===== config.mk =====
export PLATFORM = sky130hd
export DESIGN_NAME = safe_code_entry
export DESIGN_NICKNAME = d
export VERILOG_FILES = /design/src/rtl/safe_code_entry.sv
export SDC_FILE = /design/constraint.sdc
export NUM_CORES = 1
export LEC_CHECK = 0
export ABC_AREA = 1
export CAP_MARGIN = 10
export CORE_ASPECT_RATIO = 1.25
export CORE_UTILIZATION = 50
export CTS_BUF_LIST = sky130_fd_sc_hd__clkbuf_16
export DETAILED_ROUTE_END_ITERATION = 16
export PLACE_DENSITY = 0.69
export SLEW_MARGIN = 5
export SYNTH_ARGS = -nofsm -noshare
export SYNTH_HDL_FRONTEND = slang
export SYNTH_SLANG_ARGS = --single-unit

===== constraint.sdc =====
create_clock -name Clock -period 3.62 [get_ports Clock]
set_input_delay 0.362 -clock Clock [delete_from_list [all_inputs] [get_ports Clock]]
set_output_delay 0.362 -clock Clock [all_outputs]
set_load 0.01 [all_outputs]

===== src/rtl/safe_code_entry.sv =====
// Keypad-to-lock controller: buffers BCD key digits, checks them
// against a stored code and drives the unlock/lockout indicators.
module safe_code_entry #(
  parameter int DIGITS = 4,
  parameter logic [4*DIGITS-1:0] CODE = 16'h1234,
  parameter int MAX_TRIES = 3,
  parameter int OPEN_CYCLES = 500,
  parameter int LOCKOUT_CYCLES = 1000
) (
  input  logic       Clock,
  input  logic       Reset,
  input  logic       KeyValid,
  input  logic [3:0] KeyCode,
  output logic [3:0] DigitBCD,
  output logic [3:0] DigitCount,
  output logic       Unlocked,
  output logic       Error,
  output logic       Locked,
  output logic [2:0] Tries
);

  localparam int BW = 4 * DIGITS;
  localparam int MAXC = (OPEN_CYCLES > LOCKOUT_CYCLES) ?
                        OPEN_CYCLES : LOCKOUT_CYCLES;
  localparam int TW = (MAXC > 1) ? $clog2(MAXC) : 1;
  localparam logic [3:0] FULL = 4'(DIGITS);
  localparam logic [2:0] LIMIT = 3'(MAX_TRIES);
  localparam logic [TW-1:0] OPEN_LOAD = TW'(OPEN_CYCLES - 1);
  localparam logic [TW-1:0] LOCK_LOAD = TW'(LOCKOUT_CYCLES - 1);

  typedef enum logic [2:0] {
    IDLE,
    ENTRY,
    CHECK,
    OPEN,
    LOCKOUT
  } state_t;

  state_t state, state_n;
  logic [BW-1:0] code_buf, code_buf_n;
  logic [3:0] digit, digit_n;
  logic [3:0] count, count_n;
  logic [2:0] tries, tries_n;
  logic [TW-1:0] timer, timer_n;
  logic unlocked, unlocked_n;
  logic error, error_n;
  logic locked, locked_n;

  logic is_digit, is_clear, is_enter;

  assign is_digit = KeyValid && (KeyCode <= 4'd9);
  assign is_clear = KeyValid && (KeyCode == 4'hA);
  assign is_enter = KeyValid && (KeyCode == 4'hB);

  always_ff @(posedge Clock or posedge Reset) begin
    if (Reset) begin
      state    <= IDLE;
      code_buf <= '0;
      digit    <= '0;
      count    <= '0;
      tries    <= '0;
      timer    <= '0;
      unlocked <= 1'b0;
      error    <= 1'b0;
      locked   <= 1'b0;
    end else begin
      state    <= state_n;
      code_buf <= code_buf_n;
      digit    <= digit_n;
      count    <= count_n;
      tries    <= tries_n;
      timer    <= timer_n;
      unlocked <= unlocked_n;
      error    <= error_n;
      locked   <= locked_n;
    end
  end

  always_comb begin
    state_n    = state;
    code_buf_n = code_buf;
    digit_n    = digit;
    count_n    = count;
    tries_n    = tries;
    timer_n    = timer;
    unlocked_n = unlocked;
    error_n    = 1'b0;
    locked_n   = locked;
    unique case (state)
      IDLE, ENTRY: begin
        unique case (1'b1)
          is_digit: begin
            if (count < FULL) begin
              code_buf_n = {code_buf[BW-5:0], KeyCode};
              count_n    = count + 4'd1;
              digit_n    = KeyCode;
              state_n    = ENTRY;
            end
          end
          is_clear: begin
            code_buf_n = '0;
            count_n    = '0;
            digit_n    = '0;
            state_n    = IDLE;
          end
          is_enter: begin
            if (count == FULL) state_n = CHECK;
          end
          default: ;
        endcase
      end
      CHECK: begin
        code_buf_n = '0;
        count_n    = '0;
        digit_n    = '0;
        if (code_buf == CODE) begin
          tries_n    = '0;
          unlocked_n = 1'b1;
          timer_n    = OPEN_LOAD;
          state_n    = OPEN;
        end else begin
          error_n = 1'b1;
          if (tries + 3'd1 == LIMIT) begin
            tries_n  = '0;
            locked_n = 1'b1;
            timer_n  = LOCK_LOAD;
            state_n  = LOCKOUT;
          end else begin
            tries_n = tries + 3'd1;
            state_n = IDLE;
          end
        end
      end
      OPEN: begin
        if (timer == '0) begin
          unlocked_n = 1'b0;
          state_n    = IDLE;
        end else begin
          timer_n = timer - 1'b1;
        end
      end
      LOCKOUT: begin
        if (timer == '0) begin
          locked_n = 1'b0;
          state_n  = IDLE;
        end else begin
          timer_n = timer - 1'b1;
        end
      end
      default: state_n = IDLE;
    endcase
  end

  assign DigitBCD   = digit;
  assign DigitCount = count;
  assign Unlocked   = unlocked;
  assign Error      = error;
  assign Locked     = locked;
  assign Tries      = tries;

endmodule


==> reports/results.txt, run 1 <==
HPWL Detailed -> 3418 um
Share of flip-flops with an asynchronous set or reset -> 1.000
Setup CP Type -> register to register
Arrival time worst endpoint -> 2380 ps
Final min period -> 2213 ps
Maximum vdd drop -> 0.0004669 V
Count leader, synth -> nand2_1
GRT Util Overall -> 0.2126
Vias -> 1913
Port bufs -> 20
Max Cap Violations -> 0
Fin Clk Skew -> 4.241 ps
Vias in the first global route -> 1796
Post-CTS Resized -> 0
Top_reg_cell synth -> dfrtp_1
Run status -> finished clean
DRC viols -> 0
Crit start category -> register
Routability Congestion -> 0.8095
Pwr per Cell Area -> 691.0 nW/um^2
TritonCTS clock tree -> yes
CP required -> 3790 ps
Die width -> 63.12 um
Initial antenna violation count -> 0
Distinct cells, synth -> 28
Hold/Removal Path Class -> register to register
Layout cells sized above 1 -> 0.1584
DIE AREA -> 4949 um^2
Final setup viols -> 0
Clock Path Buffers -> 2
FF+latch count, synth -> 39
Vias per cell -> 5.034
Clock tree root driver cell -> clkbuf_16
Unrepaired setup endpoints after global routing -> no
Initial core utilization -> 0.5236
Detailed Route WL -> 4641 um
Syn Inst Count -> 305
Die height -> 78.40 um
Post-CTS Setup Bufs -> 0
Final Hold Viols -> 0
Wire length of the first global-routing pass -> 8114 um
Final period utilization -> 0.6114
Crit Path Max Fanout -> 23
Fmax -> 0.4518 GHz
H-tree depth -> 2
Post-synth top area share -> 0.4180
Max_slew headroom -> 0.6666
Worst slew pin tran -> 500.1 ps
WL/cell -> 12.21 um
Worst Setup End Kind -> register
Post-route antenna net violation count -> 0
Pre-CTS setup slack -> 1175 ps
Max Transition Viols Final -> 0
FP Rows -> 27
Final setup margin -> 1407 ps
Grt ovf -> 0
Ant diodes -> 0
Syn_area_per_cell -> 7.655 um^2
Mapped Area -> 2335 um^2
Synthesized Nets -> 317
Boundary Pins -> 21
Synth area leaders -> dfrtp_1 (42%), nand2_1 (13%), o21ai_2 (6.8%), nor2_1 (5.6%), nand3_1 (5.6%)
CTS Buf Count -> 5
Core Area -> 4459 um^2
Worst skew pair latency -> 280 ps
Fill cell count -> 424
# nets final -> 334
Most frequent cells after synthesis -> nand2_1 (83), dfrtp_1 (39), nor2_1 (35), inv_1 (33), nand3_1 (26)
CTS Sinks -> 39
Clock slew seen by the registers of the worst setup and hold paths -> 50 ps
Hold_buf cts -> 0
Setup TNS -> 0 ps
Iteration-0 DRC Markers -> 106
Synth-to-layout area growth -> 13.72%
Router iterations before antenna repair -> 4
Largest net degree at the start of global routing -> 40
Ys Warns -> 0
Cell taking the most area after synthesis -> dfrtp_1
Post-synthesis sequential area ratio -> 0.4180
Leak Pwr -> 0.001319 uW
Design Power -> 1835 uW
Post-synth EDFFs -> 0
-- layer usage --
layer  wire length (um)  vias up  share of wire  GRT usage
met5                  0        -              0          0
li1                   -      990              -          -
met4                 72        0          0.016    0.08372
met2               2354       36           0.51     0.3871
met3                139        9          0.030    0.03052
met1               2075      878           0.45     0.2476
-- placed cells by master (no fill, tap or decap), types with 2 or more instances in the layout --
| cell | Yosys | final |
|---|---|---|
| dfrtp_1 | 39 | 39 |
| nand3_1 | 26 | 26 |
| o21ai_0 | 11 | 11 |
| clkdlybuf4s50_1 | 0 | 20 |
| clkbuf_16 | 0 | 5 |
| ha_1 | 5 | 5 |
| nand4_1 | 4 | 4 |
| nand2_2 | 8 | 8 |
| a21oi_2 | 2 | 2 |
| inv_1 | 33 | 33 |
| nand3_2 | 3 | 3 |
| clkinv_1 | 1 | 2 |
| nor4_1 | 2 | 2 |
| o21ai_2 | 18 | 18 |
| nand2_1 | 83 | 83 |
| xor2_1 | 2 | 2 |
| o21ai_1 | 6 | 6 |
| nor2_1 | 35 | 35 |
| inv_2 | 6 | 6 |
| nor2_2 | 4 | 4 |
| buf_4 | 4 | 2 |
-- area by class of cell --
| cell class | count | area (um^2) | share of cell area |
|---|---|---|---|
| timing repair buffer | 22 | 215.2 | 0.08106 |
| inverter | 40 | 150.1 | 0.05655 |
| sequential | 39 | 975.9 | 0.3676 |
| clock inverter | 2 | 8.758 | 0.003299 |
| multi-input combinational | 214 | 1107 | 0.4171 |
| tap | 58 | 72.57 | 0.02733 |
| clock buffer | 5 | 125.1 | 0.04713 |
-- state kept, by name, indices dropped and copies added, names as in the netlist --
register	cells
state	3
DigitCount	4
Locked	1
Error	1
Tries	3
Unlocked	1
timer	10
code_buf	16
-- cell families (layout without fill, tap and decap cells) --
| kind of cell | count (synthesis) | after routing | synth area share |
|---|---|---|---|
| AND/OR/NAND/NOR | 167 | 167 | 0.3146 |
| adder cells (fa/ha/maj) | 5 | 5 | 0.02680 |
| AO/OA/AOI/OAI | 39 | 39 | 0.1217 |
| XOR/XNOR | 3 | 3 | 0.01126 |
| flip-flops | 39 | 39 | 0.4180 |
| buffers and inverters | 52 | 69 | 0.1077 |
-- worst paths after layout --
check / from / to / slack, ps / depth (start not counted)
worst max-delay path: state[2]$_DFFE_PP0P_ / timer[9]$_DFFE_PP0P_ / 1410 / 8
worst min-delay path: timer[0]$_DFFE_PP0P_ / timer[0]$_DFFE_PP0P_ / 480 / 1
worst max register to register: state[2]$_DFFE_PP0P_ / timer[9]$_DFFE_PP0P_ / 1410 / 8
worst min register to register: timer[0]$_DFFE_PP0P_ / timer[0]$_DFFE_PP0P_ / 480 / 1
max in group asynchronous: Reset / code_buf[3]$_DFFE_PP0P_ / 2760 / 3
min in group asynchronous: Reset / timer[9]$_DFFE_PP0P_ / 510 / 3
-- where the power goes --
group          switching, uW  total (uW)  leakage, uW  internal, uW
clock                    158         405    0.0000671           247
combinational            391         689     0.000751           298
sequential               152         740     0.000502           588
total                    702        1830      0.00132          1130
-- through the flow --
stage | instances | area [um^2] | utilization | hold slack [ps]
after floorplan | 305 | 2335 | - | 448.8
after global placement | 373 | 2521 | 0.5654 | 463.6
after detailed placement | 373 | 2521 | 0.5654 | 474.7
after CTS | 380 | 2655 | 0.5954 | 487.7
after global routing | 380 | 2655 | 0.5954 | 510.3
final | 380 | 2655 | 0.5954 | 484.7
-- worst max-delay path, stage by stage, from the launching register on --
cell and delay, ps:
dfrtp_1 450, inv_1 150, nand3_2 400, inv_2 220
nand3_1 150, nand2_2 300, clkinv_1 250, nand2_1 120
nand2_1 50
Power figures use the tool's default switching activity.
==> run 2: changes to the inputs <==
--- a/config.mk
+++ b/config.mk
@@ -11,7 +11,7 @@
 export CORE_UTILIZATION = 50
 export CTS_BUF_LIST = sky130_fd_sc_hd__clkbuf_16
 export DETAILED_ROUTE_END_ITERATION = 16
-export PLACE_DENSITY = 0.69
+export PLACE_DENSITY = 0.72
 export SLEW_MARGIN = 5
 export SYNTH_ARGS = -nofsm -noshare
 export SYNTH_HDL_FRONTEND = slang
==> constraint.sdc (replaced) <==
create_clock -name Clock -period 1.9 [get_ports Clock]
set_input_delay 0.19 -clock Clock [delete_from_list [all_inputs] [get_ports Clock]]
set_output_delay 0.19 -clock Clock [all_outputs]
set_load 0.01 [all_outputs]
==> run 2 against run 1 <==
  * Cell count grew 2.1%
  * First-iteration DRC count shrank 27%
  * Global-route usage grew 0.59 points
  * Clock skew is essentially flat
  * Setup slack lost 1200 ps
  * Power grew 93%
  * Hold slack lost 150 ps
  * Sequential cell count is the same
==> reports/results.txt, run 2 (synthesis gave the netlist of run 1 again) <==
HPWL Detailed -> 3339 um
Fill cell count -> 423
Final period utilization -> 0.8968
Vias -> 1925
Vias per cell -> 4.961
Grt ovf -> 0
Routability Congestion -> 0.7997
Layout cells sized above 1 -> 0.1818
Hold/Removal Path Class -> input port to asynchronous set/reset pin
Pre-CTS setup slack -> 119.0 ps
Final setup margin -> 196.0 ps
Initial core utilization -> 0.5236
Run status -> finished clean
Ant diodes -> 0
Port bufs -> 20
TritonCTS clock tree -> yes
Vias in the first global route -> 1879
DRC viols -> 0
Area of the multi-input gates -> 1117 um^2
Iteration-0 DRC Markers -> 77
Arrival time worst endpoint -> 1880 ps
Worst slew pin tran -> 515.4 ps
Synth-to-layout area growth -> 17.26%
Most frequent cells in the layout -> nand2_1 (83), dfrtp_1 (39), nor2_1 (35)
Most common cell after layout, fill and taps aside -> nand2_1
Die height -> 78.40 um
Slowest stage delay, CP -> 380 ps
Initial antenna violation count -> 0
Clock slew seen by the registers of the worst setup and hold paths -> 60 ps
H-tree depth -> 2
Clock Path Buffers -> 2
CP required -> 2070 ps
FP Rows -> 27
Slowest cell on crit path -> dfrtp_1
Largest register FFs -> 16
Hold_buf cts -> 0
Final setup viols -> 0
Maximum vdd drop -> 0.0007961 V
Largest net degree at the start of global routing -> 40
Most frequent cell on the critical path -> nand2_1
Clock tree root driver cell -> clkbuf_16
Worst skew pair latency -> 280 ps
Fin Clk Skew -> 4.105 ps
Setup CP Type -> register to register
Register with the most flip-flops -> code_buf
Crit start category -> register
GRT Util Overall -> 0.2185
# nets final -> 341
Wire length of the first global-routing pass -> 8418 um
Detailed Route WL -> 4674 um
CTS Buf Count -> 5
Router iterations before antenna repair -> 4
Post-route antenna net violation count -> 0
Setup TNS -> 0 ps
Worst-path cell chain -> inv_1 > ha_1 > nand2_1 > nor2_4 > nand3_2 > nand2_4 > nand2_2 > nand2_2 > clkinv_1 > nand2_1 > nand2_1
Core Area -> 4459 um^2
Max_slew headroom -> 0.6564
Final Hold Viols -> 0
Unrepaired setup endpoints after global routing -> no
Post-CTS Setup Bufs -> 0
Fmax -> 0.5869 GHz
Boundary Pins -> 21
Die width -> 63.12 um
Leak Pwr -> 0.001359 uW
WL/cell -> 12.05 um
DIE AREA -> 4949 um^2
Crit Path Max Fanout -> 5
Max Transition Viols Final -> 0
Register area -> 975.9 um^2
Final min period -> 1704 ps
Max Cap Violations -> 0
Worst Setup End Kind -> register
Design Power -> 3543 uW
Pwr per Cell Area -> 1294 nW/um^2
CTS Sinks -> 39
run 2: power by group:
group          leakage (uW)  total [uW]  internal, uW  switching [uW]
clock             0.0000710         813           479             334
sequential         0.000502        1410          1120             288
combinational      0.000786        1320           589             733
total               0.00136        3540          2190            1360
run 2: critical path: cells and delay by family, from the launching register on:
kind	cells	cell delay (ps)
adders and majority gates	1	160
DFF	1	380
buffers and inverters	2	230
and+or+nand+nor	8	810
run 2: final timing paths:
path / from / endpoint / slack, ps / depth (start not counted)
hold / removal: Reset / Error$_DFF_PP0_ / 330 / 3
hold reg to reg: timer[0]$_DFFE_PP0P_ / timer[0]$_DFFE_PP0P_ / 480 / 1
max in group asynchronous: Reset / timer[2]$_DFFE_PP0P_ / 1210 / 3
setup reg to reg: timer[1]$_DFFE_PP0P_ / timer[9]$_DFFE_PP0P_ / 200 / 11
setup / recovery: timer[1]$_DFFE_PP0P_ / timer[9]$_DFFE_PP0P_ / 200 / 11
min in group Clock: timer[0]$_DFFE_PP0P_ / timer[0]$_DFFE_PP0P_ / 480 / 1
run 2: layer usage:
metal | vias up | track usage | share of wire
li1 | 1007 | - | -
met1 | 882 | 0.2696 | 0.46
met2 | 30 | 0.3785 | 0.50
met3 | 6 | 0.03924 | 0.027
met4 | 0 | 0.07674 | 0.014
met5 | - | 0 | 0
run 2: what timing repair did:
action | CTS | global route
setup endpoints to repair | 0 | 8
hold endpoints to repair | 0 | 0
resized for setup | 0 | 2
run 2: final cells by class:
class	count	share of cell area
Inverter	40	0.05484
Clock inverter	3	0.005941
Sequential cell	39	0.3565
Multi-Input combinational cell	214	0.4081
Tap cell	58	0.02651
Timing Repair Buffer	29	0.1024
Clock buffer	5	0.04570
run 2: through the flow:
| stage | cell area, um^2 | hold slack [ps] | util | cells |
|---|---|---|---|---|
| finish | 2738 | 333.2 | 0.6139 | 388 |
| global route | 2738 | 396.1 | 0.6139 | 388 |
| CTS | 2728 | 351.2 | 0.6117 | 388 |
| detailed placement | 2586 | 474.6 | 0.5800 | 380 |
| global placement | 2586 | 463.3 | 0.5800 | 380 |
| floorplan | 2335 | 346.7 | - | 305 |
==> run 3: changes to the inputs <==
--- a/config.mk
+++ b/config.mk
@@ -16,3 +16,4 @@
 export SYNTH_ARGS = -nofsm -noshare
 export SYNTH_HDL_FRONTEND = slang
 export SYNTH_SLANG_ARGS = --single-unit
+export TNS_END_PERCENT = 100
==> results of run 3 <==
The final DEF is identical to that of run 2; final timing and power are the same.
